File: config.mk
export PLATFORM = sky130hd
export DESIGN_NAME = sort_job_scheduler
export DESIGN_NICKNAME = d
export VERILOG_FILES = /design/src/rtl/sort_job_scheduler.sv
export SDC_FILE = /design/constraint.sdc
export NUM_CORES = 1
export LEC_CHECK = 0
export CAP_MARGIN = 15
export CELL_PAD_IN_SITES_DETAIL_PLACEMENT = 1
export CELL_PAD_IN_SITES_GLOBAL_PLACEMENT = 2
export CORE_ASPECT_RATIO = 0.7
export CORE_MARGIN = 2
export CORE_UTILIZATION = 35
export DETAILED_ROUTE_END_ITERATION = 16
export MAX_ROUTING_LAYER = met4
export PLACE_DENSITY_LB_ADDON = 0.3
export SKIP_LAST_GASP = 1
export SYNTH_ARGS = -nofsm -noshare
export SYNTH_HDL_FRONTEND = slang
export SYNTH_SLANG_ARGS = --single-unit
export TNS_END_PERCENT = 30
File: constraint.sdc
create_clock -name clk -period 2.9 [get_ports clk]
set_clock_uncertainty 0.2 [all_clocks]
set_input_delay 0.29 -clock clk [delete_from_list [all_inputs] [get_ports clk]]
set_output_delay 0.29 -clock clk [all_outputs]
set_load 0.1 [all_outputs]
File: src/rtl/sort_job_scheduler.sv
// sort_job_scheduler
//
// Queues sort requests (array sizes) in a small FIFO and runs them one at a
// time on a single sort_circuit. The scheduler checks each size, launches the
// sorter with a one-cycle start pulse, and waits for done/err. It then returns
// one tagged result per job on a valid/ready response port.
//
// Optional feature macro: SORT_SCHED_TIMEOUT_EN
//   defined     : a watchdog is built. A run that reaches tmo_limit cycles
//                 without sort_done reports status 10 and parks the block in
//                 HALT until rst_n.
//   not defined : there is no watchdog. tmo_limit is ignored and RUN waits
//                 for sort_done indefinitely.
//
// Ports:
//   clk, rst_n           clock (rising edge) and asynchronous active-low reset
//   job_valid/job_ready  job offer handshake; job_size is the requested size
//   sort_arr_size        size presented to the sorter
//   sort_start           one-cycle launch pulse to the sorter
//   sort_done/sort_err   sorter completion; err is qualified by done
//   tmo_limit            watchdog limit in cycles (0 disables the watchdog)
//   res_valid/res_ready  result handshake carrying res_id and res_status
//                        (00 ok, 01 sort error, 10 timeout, 11 rejected)
//   pending              FIFO occupancy
//   idle                 IDLE state with an empty FIFO
module sort_job_scheduler #(
    parameter int ADDR_WDTH = 4,
    parameter int FIFO_LOG2 = 2,
    parameter int ID_WDTH   = 4,
    parameter int TMO_WDTH  = 16
) (
    input  logic                 clk,
    input  logic                 rst_n,
    input  logic                 job_valid,
    input  logic [ADDR_WDTH:0]   job_size,
    output logic                 job_ready,
    output logic [ADDR_WDTH:0]   sort_arr_size,
    output logic                 sort_start,
    input  logic                 sort_done,
    input  logic                 sort_err,
    input  logic [TMO_WDTH-1:0]  tmo_limit,
    output logic                 res_valid,
    input  logic                 res_ready,
    output logic [ID_WDTH-1:0]   res_id,
    output logic [1:0]           res_status,
    output logic [FIFO_LOG2:0]   pending,
    output logic                 idle
);

    localparam int DEPTH  = 1 << FIFO_LOG2;
    localparam int ENTRYW = ID_WDTH + ADDR_WDTH + 1;

    localparam logic [ADDR_WDTH:0]   MAX_SIZE = {1'b1, {ADDR_WDTH{1'b0}}};
    localparam logic [FIFO_LOG2-1:0] PTR_ONE  = 1;
    localparam logic [FIFO_LOG2:0]   CNT_ONE  = 1;
    localparam logic [ID_WDTH-1:0]   ID_ONE   = 1;

    localparam logic [1:0] ST_OK  = 2'b00;
    localparam logic [1:0] ST_ERR = 2'b01;
    localparam logic [1:0] ST_TMO = 2'b10;
    localparam logic [1:0] ST_REJ = 2'b11;

    typedef enum logic [2:0] {
        S_IDLE,
        S_START,
        S_RUN,
        S_RESP,
        S_HALT
    } state_t;

    state_t                state_q, state_d;
    logic [ENTRYW-1:0]     mem_q [DEPTH];
    logic [FIFO_LOG2-1:0]  wr_ptr_q, rd_ptr_q;
    logic [FIFO_LOG2:0]    count_q, count_d;
    logic [ID_WDTH-1:0]    next_id_q;
    logic [ADDR_WDTH:0]    size_q, size_d;
    logic                  start_q, start_d;
    logic [ID_WDTH-1:0]    id_q, id_d;
    logic [1:0]            status_q, status_d;
    logic                  push, pop;
    logic [ID_WDTH-1:0]    head_id;
    logic [ADDR_WDTH:0]    head_size;

`ifdef SORT_SCHED_TIMEOUT_EN
    localparam logic [TMO_WDTH-1:0] WD_ONE = 1;
    logic [TMO_WDTH-1:0]   wd_q, wd_d, wd_inc;

    // The watchdog saturates instead of wrapping, so a very large limit can
    // never be skipped over.
    assign wd_inc = (wd_q == '1) ? wd_q : wd_q + WD_ONE;
`else
    logic unused_tmo;
    assign unused_tmo = ^tmo_limit;
`endif

    // The occupancy can only reach DEPTH, so its MSB is exactly the full flag.
    assign job_ready = !count_q[FIFO_LOG2] && (state_q != S_HALT);
    assign push      = job_valid && job_ready;
    assign head_id   = mem_q[rd_ptr_q][ENTRYW-1:ADDR_WDTH+1];
    assign head_size = mem_q[rd_ptr_q][ADDR_WDTH:0];

    assign sort_arr_size = size_q;
    assign sort_start    = start_q;
    assign res_valid     = (state_q == S_RESP);
    assign res_id        = id_q;
    assign res_status    = status_q;
    assign pending       = count_q;
    assign idle          = (state_q == S_IDLE) && (count_q == '0);

    // Next-state logic. The head is popped only in IDLE. A bad size skips the
    // sorter and goes straight to RESP. sort_done is honoured only in RUN and
    // takes priority over a timeout in the same cycle.
    always_comb begin
        state_d  = state_q;
        size_d   = size_q;
        start_d  = 1'b0;
        id_d     = id_q;
        status_d = status_q;
        pop      = 1'b0;
`ifdef SORT_SCHED_TIMEOUT_EN
        wd_d     = wd_q;
`endif
        case (state_q)
            S_IDLE: begin
                if (count_q != '0) begin
                    pop  = 1'b1;
                    id_d = head_id;
                    if ((head_size == '0) || (head_size > MAX_SIZE)) begin
                        status_d = ST_REJ;
                        state_d  = S_RESP;
                    end else begin
                        size_d  = head_size;
                        start_d = 1'b1;
                        state_d = S_START;
                    end
                end
            end
            S_START: begin
`ifdef SORT_SCHED_TIMEOUT_EN
                wd_d    = '0;
`endif
                state_d = S_RUN;
            end
            S_RUN: begin
`ifdef SORT_SCHED_TIMEOUT_EN
                wd_d = wd_inc;
`endif
                if (sort_done) begin
                    status_d = sort_err ? ST_ERR : ST_OK;
                    state_d  = S_RESP;
                end
`ifdef SORT_SCHED_TIMEOUT_EN
                else if ((tmo_limit != '0) && (wd_inc >= tmo_limit)) begin
                    status_d = ST_TMO;
                    state_d  = S_RESP;
                end
`endif
            end
            S_RESP: begin
                if (res_ready) begin
                    state_d = (status_q == ST_TMO) ? S_HALT : S_IDLE;
                end
            end
            S_HALT: begin
                state_d = S_HALT;
            end
            default: begin
                state_d = S_IDLE;
            end
        endcase
    end

    // Occupancy: a push and a pop in the same cycle cancel out.
    always_comb begin
        count_d = count_q;
        case ({push, pop})
            2'b10:   count_d = count_q + CNT_ONE;
            2'b01:   count_d = count_q - CNT_ONE;
            default: count_d = count_q;
        endcase
    end

    // Job storage: {id, size}. The id comes from the accept counter.
    always_ff @(posedge clk) begin
        if (push) begin
            mem_q[wr_ptr_q] <= {next_id_q, job_size};
        end
    end

    always_ff @(posedge clk or negedge rst_n) begin
        if (!rst_n) begin
            state_q   <= S_IDLE;
            wr_ptr_q  <= '0;
            rd_ptr_q  <= '0;
            count_q   <= '0;
            next_id_q <= '0;
            size_q    <= '0;
            start_q   <= 1'b0;
            id_q      <= '0;
            status_q  <= ST_OK;
`ifdef SORT_SCHED_TIMEOUT_EN
            wd_q      <= '0;
`endif
        end else begin
            state_q  <= state_d;
            count_q  <= count_d;
            size_q   <= size_d;
            start_q  <= start_d;
            id_q     <= id_d;
            status_q <= status_d;
`ifdef SORT_SCHED_TIMEOUT_EN
            wd_q     <= wd_d;
`endif
            if (push) begin
                wr_ptr_q  <= wr_ptr_q + PTR_ONE;
                next_id_q <= next_id_q + ID_ONE;
            end
            if (pop) begin
                rd_ptr_q <= rd_ptr_q + PTR_ONE;
            end
        end
    end

endmodule

After elaboration in Yosys (flattened, before gate mapping)
Memories as Yosys holds them, arrays and structs flattened.
Index checks and enable logic that the tools add are counted.
Cells by class
  bitwise gates (word level): 1
  multiplexer cells: 19
  reductions and logical operators: 15
  order comparisons: 1
  add/sub/neg operators: 5
  eq/ne operators: 12
Operator list (count)
  one-hot mux 3 bit (5 select lines): 1
  2-to-1 mux 3 bit: 4
  2-to-1 mux 1 bit: 8
  2-to-1 mux 2 bit: 4
  equality test 3 x 2 -> 1 bit (second input constant): 2
  logical NOT 3 bit: 2
  != test 2 x 1 -> 1 bit (second input constant): 3
  one-hot mux 3 bit (2 select lines): 1
  AND reduction 3 bit: 2
  greater-than comparator 5 bit (second input constant): 1
  logical NOT 5 bit: 1
  adder 2 x 1 -> 2 bit (second input constant): 2
  adder 4 x 1 -> 4 bit (second input constant): 1
  equality test 2 bit (second input constant): 2
  one-hot mux 2 bit (2 select lines): 1
  AND reduction 4 bit: 1
  nonzero test 2 bit: 2
  adder 3 x 1 -> 3 bit (second input constant): 1
  equality test 3 x 1 -> 1 bit (second input constant): 1
  equality test 3 bit (second input constant): 1
  logical AND 1 bit: 3
  != test 3 bit (second input constant): 1
  nonzero test 3 bit: 1
  subtractor 3 x 1 -> 3 bit (second input constant): 1
  other kinds (6): 6
Word-level totals
  flip-flop bits (word level): 26
  memories: 1
  bits in writable memories: 36
  word-level logic and storage cells: 63
Memory list
  mem_q: depth 4, width 9, read ports 1, clocked after memory_dff 0, wr ports 1, RTL line 72  | logic [ENTRYW-1:0] mem_q [DEPTH];

Depth between registers and ports, before layout
An unclocked memory read counts as a cell.
  word-level depth: 6
  depth in mapped cells: 10
  gate-level depth less buffers: 9

Worst setup path before layout
OpenSTA, ideal clock, no wires.
  kind: register to output
  start point: register count_q[2] (netlist: pending[2])
  end point: output port job_ready
  setup slack: 0.003 ns
  stages on the path, launching flop included: 2
  arrival time: 2.407 ns
  cell sequence: dfrtp_1 a21oi_1
On the way
  cells in the longest elaborated chain, start to end: 2
Ends and longest elaborated chain
  start, declared: RTL line 74  | logic [FIFO_LOG2:0] count_q, count_d;
  start signal, assigned: RTL line 206  | count_q <= count_d;
  logical NOT 1 bit: RTL line 97  | assign job_ready = !count_q[FIFO_LOG2] && (state_q != S_HALT);
  logical AND 1 bit: RTL line 97
  end, declared: RTL line 36  | output logic job_ready,
No other way between the ends.

Worst setup path after layout
  start point: register rd_ptr_q[0]
  end point: register size_q[1] (netlist: sort_arr_size[1])
On the way
  cells in the longest elaborated chain, start to end: 5
Ends and longest elaborated chain
  start, declared: RTL line 73  | logic [FIFO_LOG2-1:0] wr_ptr_q, rd_ptr_q;
  start signal, assigned: RTL line 219  | rd_ptr_q <= rd_ptr_q + PTR_ONE;
  memory read (4 x 9 bit) *
  greater-than comparator 5 bit or logical NOT 5 bit (tied branches): RTL line 128  | if ((head_size == '0) || (head_size > MAX_SIZE)) begin
  logical OR 1 bit: RTL line 128
  inverter 1 bit (no source line)
  AND reduction 3 bit (no source line)
  end signal, assigned: RTL line 207  | size_q <= size_d;
  end, declared: RTL line 76  | logic [ADDR_WDTH:0] size_q, size_d;
Every way passes the cells marked *; elsewhere a longest branch is shown, timed or not.
A chain may end at the register's enable or synchronous reset.

==> metrics.txt <==
status completed; Chip Height about 76 um; most common cell after layout, fill and taps aside edfxtp_1; unrepaired setup endpoints after global routing false; Simple-Gate Fraction of Synth Area 0.0766; number of setup violations in the final report 0; area fraction of the dominant cell type after synthesis 0.419; first-pass GRT wire length approximately 8 mm; max_cap viols 0; fmax around 380 MHz; reg2reg setup slack roughly 0.24 ns; CTS tree yes; Routed Antenna Nets 0; final global-route overflow total 0; synthesized instance count 160; post-synthesis sequential area ratio 0.671; post-synthesis mux area share 0.131; DRT Pass-1 Iters 4; Worst EP arrival between 2 and 3 ns; DR DRC count 0; met3 Resource Use GR 0.0624; vias between 1,000 and 1,500; Yosys reg bits 62; GP Congestion ~0.66; Avg WL per Cell ~16 um; CP Max Fanout 5; number of core rows 26; worst-margin pin slew approximately 0.58 ns; largest net degree at the start of global routing 27; Max clock buf depth 2; synthesized cell area around 0.0026 sq mm; CTS clk-pin slew, worst paths about 0.070 ns; post-synthesis cell type count 35; dominant cells by area after synthesis edfxtp_1 (42%), dfrtp_1 (25%), mux4_1 (6.1%); via/cell ratio roughly 4.7; initial antenna violation count 0; Resize count post-CTS 0; critical path class flop to flop; met1 Use GR 0.157; DIE AREA around 0.008 sq mm; FILL cells between 700 and 800; Clk Tree Root Cell clkbuf_8; CTS Hold Bufs 0; pins over their slew limit 0; Synth Area in Adders 0.0368; vias in the first global route 1,547; Post-Route WL ~4.8 mm; worst path required time 2.93 ns; worst hold path class primary input to async pin; CP Capture Type flop; Final Hold Fails 0; Tot GR Track Use 0.140; Core ar. 0.00722 sq mm; YS warnings 0; Synth Area in Compound Gates 0.0286; Starting Density 0.357; grt peak-use layer met2; Tcrit/Tclk final 0.917; setup bufs post-CTS 0; CTS Sinks 62; Worst slew margin 0.613; GRT met2 Usage 0.236; most frequent cells in the layout edfxtp_1 (36), dfrtp_1 (26), buf_4 (24); Syn-to-layout area delta 24.3%; DR iter-0 viols 30; crit path launch type flop; Final min period about 2.7 ns; layout cells sized above 1 0.243; layout net count ~240; I/O Pins 45; Mean Syn Cell Area approximately 16 sq um; worst-skew pair later-pin latency 0.34 ns; PortBufs 28; largest family of logic cells by synthesized area multiplexers; CTS buffer count 9; HPWL Detailed about 3.4 mm; leading area contributor after synthesis edfxtp_1; xor/xnor share of the synthesized area 0.0339; setup TNS 0 ns; diodes inserted 0; die width between 100 and 150 um; htree depth 3; Post-Syn Nets around 190
## routing by layer
layer	vias to the layer above	wire length (um)
met1	728	2140
met2	25	2430
met5	-	0
met3	2	237
li1	671	-
met4	0	24
## worst paths after layout
kind                       cells past startpoint          endpoint        start
setup / recovery                               4  sort_arr_size[1]  rd_ptr_q[0]
hold reg to reg                                2         res_id[2]    res_id[2]
max in group asynchronous                      2     res_status[0]        rst_n
setup reg to reg                               4  sort_arr_size[1]  rd_ptr_q[0]
hold / removal                                 2      next_id_q[0]        rst_n
min in group clk                               2         res_id[2]    res_id[2]
## cell families after synthesis
group / after synthesis
adder cells (fa/ha/maj): 7
flip-flops: 62
multiplexers: 17
XOR/XNOR: 10
AO/OA/AOI/OAI: 11
AND/OR/NAND/NOR: 40
buffers and inverters: 13
## synth_stat cells
cell type	instances
edfxtp_1	36
dfrtp_1	26
nand2_1	21
inv_1	8
xnor2_1	7
ha_1	6
mux4_1	6
and2_1	5
nor2_1	5
mux2_4	4
clkbuf_1	3
mux4_2	3
nor3_1	3
xor2_1	3
a21oi_1	2
a22o_1	2
mux2i_1	2
a211oi_1	1
a31oi_1	1
buf_6	1
fa_1	1
inv_2	1
mux2_2	1
mux2i_4	1
nand2b_1	1
nand3_1	1
nand4_1	1
nor4_4	1
o21a_1	1
o21ai_0	1
o21ai_1	1
o22a_1	1
o22ai_1	1
or3_1	1
or3b_1	1
## area by class of cell
| cell class | count | area (sq um) | area share |
|---|---|---|---|
| Timing Repair Buffer | 34 | 280 | 0.0873 |
| Clock inverter | 5 | 106 | 0.0331 |
| Clock buffer | 11 | 141 | 0.0441 |
| Sequential cell | 62 | 1730 | 0.540 |
| Tap cell | 98 | 123 | 0.0382 |
| Inverter | 9 | 33.8 | 0.0105 |
| Multi-Input combinational cell | 85 | 793 | 0.247 |
## state kept, by name, summed over array words and instances, names as in the netlist
signal / count
pending: 3
mem_q: 36
sort_arr_size: 5
next_id_q: 4
rd_ptr_q: 2
wr_ptr_q: 2
res_status: 2
sort_start: 1
res_id: 4
state_q: 3
## worst max-delay path, cell delays in order, from the launching register on
cell and delay (ns):
dfrtp_1 0.48, mux4_1 0.66, nor4_4 0.47, mux2i_4 0.41, mux2_4 0.33
## through the flow
| step | cell area [sq um] | hold WS, ns | instances | utilization | worst slack (ns) |
|---|---|---|---|---|---|
| global placement | 2960 | 0.270 | 288 | 0.410 | 0.236 |
| global route | 3210 | 0.147 | 304 | 0.444 | 0.112 |
| floorplan | 2580 | -0.206 | 160 | - | 0.00307 |
| detailed placement | 2960 | 0.275 | 288 | 0.410 | 0.182 |
| CTS | 3210 | 0.120 | 304 | 0.444 | 0.179 |
| finish | 3210 | 0.121 | 304 | 0.444 | 0.240 |
Power is left out: the tool's default activity adds up to more than one toggle a clock period on the data nets, which glitch-free logic cannot reach.
